## src/rtl/arbitro_vc_dest.sv

```systemverilog
// Weighted arbiter moving words from the VC0/VC1 FIFOs into the D0/D1 FIFOs.
// VC0 has priority for up to VC0_WEIGHT contended grants in a row; VC1 then gets one.
module arbitro_vc_dest #(
  parameter int BW         = 6,
  parameter int VC0_WEIGHT = 4,
  parameter int CNT_W      = 8
) (
  input  logic             clk,
  input  logic             reset,
  input  logic             active,
  input  logic             vc0_empty,
  input  logic             vc1_empty,
  input  logic [BW-1:0]    vc0_data,
  input  logic [BW-1:0]    vc1_data,
  input  logic             d0_almost_full,
  input  logic             d1_almost_full,
  output logic             vc0_rd,
  output logic             vc1_rd,
  output logic             d0_wr,
  output logic             d1_wr,
  output logic [BW-1:0]    d0_data,
  output logic [BW-1:0]    d1_data,
  output logic [CNT_W-1:0] d0_count,
  output logic [CNT_W-1:0] d1_count,
  output logic             grant_vc1
);

  localparam int                WCNT_W = 4;
  localparam logic [WCNT_W-1:0] WMAX   = WCNT_W'(VC0_WEIGHT);

  logic              elig0_s;
  logic              elig1_s;
  logic              grant0_s;
  logic              grant1_s;
  logic [BW-1:0]     word_s;
  logic [WCNT_W-1:0] wcnt_r;

  // Eligibility and grant selection from the current heads and destination fullness.
  always_comb begin
    elig0_s  = 1'b0;
    elig1_s  = 1'b0;
    grant0_s = 1'b0;
    grant1_s = 1'b0;
    word_s   = {BW{1'b0}};
    // Heads are checked against the fullness of the destination they would land in.
    if (!reset && active && !vc0_empty) begin
      elig0_s = vc0_data[BW-2] ? ~d1_almost_full : ~d0_almost_full;
    end else begin
      elig0_s = 1'b0;
    end
    if (!reset && active && !vc1_empty) begin
      elig1_s = vc1_data[BW-2] ? ~d1_almost_full : ~d0_almost_full;
    end else begin
      elig1_s = 1'b0;
    end
    if (elig0_s && (!elig1_s || (wcnt_r < WMAX))) begin
      grant0_s = 1'b1;
      word_s   = vc0_data;
    end else if (elig1_s) begin
      grant1_s = 1'b1;
      word_s   = vc1_data;
    end else begin
      grant0_s = 1'b0;
      grant1_s = 1'b0;
    end
  end

  assign vc0_rd = grant0_s;
  assign vc1_rd = grant1_s;

  // Weight counter: counts consecutive VC0 grants only while VC1 is contending.
  always_ff @(posedge clk or posedge reset) begin
    if (reset) begin
      wcnt_r <= {WCNT_W{1'b0}};
    end else if (grant0_s && elig1_s) begin
      if (wcnt_r < WMAX) begin
        wcnt_r <= wcnt_r + 4'd1;
      end else begin
        wcnt_r <= wcnt_r;
      end
    end else begin
      wcnt_r <= {WCNT_W{1'b0}};
    end
  end

  // Registered push to the destination chosen by the granted word, plus word counters.
  always_ff @(posedge clk or posedge reset) begin
    if (reset) begin
      d0_wr     <= 1'b0;
      d1_wr     <= 1'b0;
      d0_data   <= {BW{1'b0}};
      d1_data   <= {BW{1'b0}};
      d0_count  <= {CNT_W{1'b0}};
      d1_count  <= {CNT_W{1'b0}};
      grant_vc1 <= 1'b0;
    end else begin
      d0_count <= d0_count + {{(CNT_W-1){1'b0}}, d0_wr};
      d1_count <= d1_count + {{(CNT_W-1){1'b0}}, d1_wr};
      d0_wr    <= 1'b0;
      d1_wr    <= 1'b0;
      if (grant0_s || grant1_s) begin
        grant_vc1 <= grant1_s;
        if (word_s[BW-2]) begin
          d1_wr   <= 1'b1;
          d1_data <= word_s;
        end else begin
          d0_wr   <= 1'b1;
          d0_data <= word_s;
        end
      end else begin
        grant_vc1 <= grant_vc1;
      end
    end
  end

endmodule
```

## config.mk

```make
export PLATFORM = sky130hd
export DESIGN_NAME = arbitro_vc_dest
export DESIGN_NICKNAME = d
export VERILOG_FILES = /design/src/rtl/arbitro_vc_dest.sv
export SDC_FILE = /design/constraint.sdc
export NUM_CORES = 1
export LEC_CHECK = 0
export CORE_ASPECT_RATIO = 0.7
export CORE_UTILIZATION = 35
export CTS_CLUSTER_SIZE = 25
export DETAILED_ROUTE_END_ITERATION = 8
export GPL_TIMING_DRIVEN = 1
export PLACE_DENSITY_LB_ADDON = 0.05
export SLEW_MARGIN = 0
export SYNTH_ARGS = -nofsm -noshare
export SYNTH_HDL_FRONTEND = slang
export SYNTH_SLANG_ARGS = --single-unit
export TNS_END_PERCENT = 10
```

## constraint.sdc

```tcl
create_clock -name clk -period 2.3 [get_ports clk]
set_input_delay 0.46 -clock clk [delete_from_list [all_inputs] [get_ports clk]]
set_output_delay 0.46 -clock clk [all_outputs]
set_load 0.01 [all_outputs]
```

# Word level (Yosys, flattened, before mapping)
# Index checks and enable logic that the tools add are counted.
[op_classes] add_sub_neg=3 mul=0 n_div=0 order_cmp=1 eq_ne=1 n_shift=0 muxes=15 bitwise_logic=3 n_reduce_logical=13
[ops] op="adder 8 x 1 -> 8 bit" count=2
[ops] op="two-way mux 6 bit" count=2
[ops] op="two-way mux 1 bit" count=11
[ops] op="two-way mux 4 bit" count=2
[ops] op="logical AND 1 bit" count=5
[ops] op="adder 4 x 1 -> 4 bit (second input constant)" count=1
[ops] op="zero test 1 bit" count=4
[ops] op="less-than comparator 4 x 3 -> 1 bit (second input constant)" count=1
[ops] op="AND reduction 2 bit" count=2
[ops] op="inverter 1 bit" count=3
[ops] op="logical OR 1 bit" count=2
[ops] op="inequality test 2 bit (second input constant)" count=1
[totals] reg_bits=34 latch_bits=0 ram_bits=0 rom_bits=0 in_bits=19 output_inout_bits=33 mem_count=0

# Depth between registers and ports, before layout
[logic_depth] ltp_word=10 ltp_mapped=6 ltp_nobuf=5

# Worst setup path before layout
# No wires, ideal clock.
[synth_path] path_type="in2reg" start="in reset" end="reg d0_data[0]" arrival_ns=1.786 setup_slack_ns=0.389 stages=5 n_path_buf=1 cell_sequence="or3b_1 o41ai_1 o21a_1 buf_6 mux2_4"
[synth_via] elab_chain_len=10
[synth_lines] element="from (decl)" line="9" rtl="input logic reset,"
[synth_lines] element="zero test 1 bit (no line) (*)"
[synth_lines] element="logical AND 1 bit (*)" line="46, 51"
[synth_lines] element="logical AND 1 bit" line="51" rtl="if (!reset && active && !vc1_empty) begin"
[synth_lines] element="two-way mux 1 bit" line="51"
[synth_lines] element="zero test 1 bit" line="56" rtl="if (elig0_s && (!elig1_s || (wcnt_r < WMAX))) begin"
[synth_lines] element="logical OR 1 bit" line="56"
[synth_lines] element="logical AND 1 bit" line="56"
[synth_lines] element="two-way mux 1 bit or two-way mux 6 bit (tied branches)" line="56"
[synth_lines] element="logical OR 1 bit or inverter 1 bit (tied branches)"
[synth_lines] element="AND reduction 2 bit (no line)"
[synth_lines] element="to (signal assigned)" line="91" rtl="d0_data <= {BW{1'b0}};"
[synth_lines] element="to (signal assigned)" line="108" rtl="d0_data <= word_s;"
[synth_lines] element="to (decl)" line="21" rtl="output logic [BW-1:0] d0_data,"
# Mark *: on every way between the ends. The rest lies on a longest branch, timed or not.
# A chain may end at the register's enable or synchronous reset.

# Worst setup path after layout
[layout_path] start="in reset" end="out vc1_rd"
[layout_via] elab_chain_len=8
[layout_lines] element="zero test 1 bit (no line) (*)"
[layout_lines] element="logical AND 1 bit (*)" line="46, 51"
[layout_lines] element="logical AND 1 bit" line="51"
[layout_lines] element="two-way mux 1 bit" line="51"
[layout_lines] element="zero test 1 bit" line="56"
[layout_lines] element="logical OR 1 bit" line="56"
[layout_lines] element="logical AND 1 bit" line="56"
[layout_lines] element="two-way mux 1 bit (*)" line="56"
[layout_lines] element="to (decl)" line="18" rtl="output logic vc1_rd,"
# Marks and branches as above.

==> run metrics <==
DR iter-0 viols=70; remaining antenna violation count=0; GPL Wtd Cong=0.7352; area grow syn2layout=52.04%; Leakage=1.088 nW; DPL Wire Length=2.451 mm; final hold vios=0; number of synthesis warnings=0; Syn Inst Count=109; first-pass GRT wire length=5.526 mm; setup ws final=0.07683 ns; Clk Latency, worst-skew pair=0.27 ns; Finished Cell Area=0.002281 mm^2; placed instance count=222; Setup crit end kind=primary output; final worst path period share=96.66%; crit path time final=2.223 ns; Post-Route WL=3.222 mm; Pins Over Slew Limit=0; type of the most critical hold path=reg2reg; Crit path largest cell delay=0.45 ns; critical path arrival=1.76 ns; Worst Path Required=1.84 ns; Post-DP Area=0.002137 mm^2; final setup violating endpoints=0; Tot GR Track Use=16.58%; Unique masters post-synth=32; sequential area share after synthesis=56.71%; critical path type=in2out; Die X-Extent=80.25 um; die area=0.004556 mm^2; pin count of the biggest net entering global routing=35; CTS Sinks=34; port bufs=50; Avg WL per Cell=13.95 um; FFs w/ async S/R, synth=100.0%; Slowest-stage cell, CP=or3b_4; Post-synth EDFFs=0; Worst Path Max Fanout=5; top cell type's share of synthesized area=56.71%; Seq cells post-synth=34; DRT Pass-1 Iters=4; PwrDens=654.2 mW/mm^2; ant diodes=0; CTS tree=done; R2R Path Start=wcnt_r[3]; Worst setup startpoint=reset; grt total ovfl=0; largest area contributor in the netlist=dfrtp_1; post-layout util=56.77%; total CTS buffers=5; clock slew at reported path FFs=0.06 ns; CTS root buf=clkbuf_8; fin cells=231; Starting Density=37.34%; Hold Startpoint=wcnt_r[0]; NumNets Final=204; maximum VDD drop=0.4108 mV; Synth Area per Inst=13.76 um^2; share of layout cells above drive strength 1=26.82%; row cnt=19; status=finished, final reports clean; initial antenna violation count=0; Die Y=56.78 um; CP cell instances=clkdlybuf4s50_1 -> or3b_4 -> a211oi_4 -> buf_2; Vias=1103; max cap viols=0; largest cells by area after synthesis=dfrtp_1, mux2_4, xnor2_1, ha_1, mux2_2; R2R Setup Slk=0.48 ns; Crit path buffers/inverters=2; # DRC=0; vias per cell=4.775; core region area=0.004018 mm^2; H-tree levels=2; vias in the first global route=1156; Setup Skew=0.003556 ns; CP Launch Type=primary input; ys flop type=dfrtp_1; area of the mapped netlist=0.001500 mm^2; total negative slack=0 ns; io pins=52; Clock Tree Buf Depth=2; PnR Total Power=1.492 mW; fmax=0.4498 GHz; WHS=0.4471 ns; unrepaired setup endpoints after global routing=false; post-placement setup slack=-0.4526 ns; Top Family by Delay on Critical Path=buffers and inverters
[cell type report]
| class | instances | area, um^2 |
|---|---|---|
| flip-flops and latches | 34 | 850.8 |
| repair buffers | 66 | 619.3 |
| well taps | 52 | 65.06 |
| fillers | 345 | 1737 |
| multi-input cells | 71 | 655.6 |
| clock buffers | 6 | 82.58 |
| inverters | 2 | 7.507 |
[worst paths after layout]
path	endpoint	depth (start not counted)
setup / recovery	vc1_rd	4
hold / removal	wcnt_r[0]	1
setup reg to reg	d1_data[3]	5
hold reg to reg	wcnt_r[0]	1
max in group asynchronous	d1_count[0]	4
min in group asynchronous	wcnt_r[2]	4
[layout by cell type (no fill, tap or decap)]
cell type and count:
inv_1 2, a22o_2 5, nand3_1 5, clkbuf_8 6
dlymetal6s2s_1 4, dlygate4sd2_1 1, nor3b_1 1, a21o_1 1
buf_4 16, and3_1 2, xor2_1 4, o21a_2 1
mux2i_4 2, nand2b_1 1, or3b_4 1, and2_1 1
xnor2_1 8, nor4b_1 1, a211oi_4 1, conb_1 2
nand4_1 1, buf_2 2, ha_1 5, nand2_1 4
nor4_1 2, o41ai_1 1, or2_2 1, clkdlybuf4s50_1 43
nor3_1 2, o311a_4 1, nor3b_2 1, and4_1 2
nor2_1 4, dfrtp_1 34, mux2_2 5, mux2_4 6
[per-layer routing]
metal / up-vias / track usage, % / wire length, um
met5: - / 0 / 0
met2: 30 / 25.03 / 1484
met4: 0 / 6.122 / 36
li1: 527 / - / -
met3: 5 / 5.528 / 182
met1: 541 / 22.11 / 1519
[cell usage after synthesis, drive strengths merged (2+ instances only)]
cell type and count:
ha 5, nand3 5, buf 3, nor3 2
nor3b 2, nor2 4, nor4 2, and3 2
dfrtp 34, nand2 4, and4 2, xor2 4
a22o 5, inv 2, xnor2 8, mux2 11
mux2i 2
[state kept, by name (all words and copies together), names as in the netlist]
| register | count |
|---|---|
| d0_data | 5 |
| wcnt_r | 4 |
| d1_wr | 1 |
| d0_wr | 1 |
| grant_vc1 | 1 |
| d1_data | 6 |
| d1_count | 8 |
| d0_count | 8 |
[worst reg2reg max path, cell delays in order, from the launching register on]
cell and delay, ns:
dfrtp_1 0.42, nor2_1 0.09, o311a_4 0.38, buf_4 0.15, mux2i_4 0.28, mux2_2 0.38
[kinds of logic after synthesis]
kind of cell | after synthesis | share of synthesized area, %
flip-flops | 34 | 56.71
multiplexers | 13 | 11.93
AND/OR/NAND/NOR | 29 | 11.01
adder cells (fa/ha/maj) | 5 | 4.170
XOR/XNOR | 12 | 7.006
other | 1 | 0.2500
buffers and inverters | 5 | 2.502
AO/OA/AOI/OAI | 10 | 6.423
[power breakdown]
part / switching [mW] / internal, mW
registers: 0.0646 / 0.673
clock network: 0.181 / 0.230
logic: 0.129 / 0.214
total: 0.375 / 1.12
[timing repair]
item                       in CTS  in global routing
setup endpoints to repair      12                  6
resized for setup              16                  4
pin swaps                       2                  1
buffers inserted                1                  2
hold buffers                    0                  0
No activity file was read; power rests on OpenSTA's default activity.
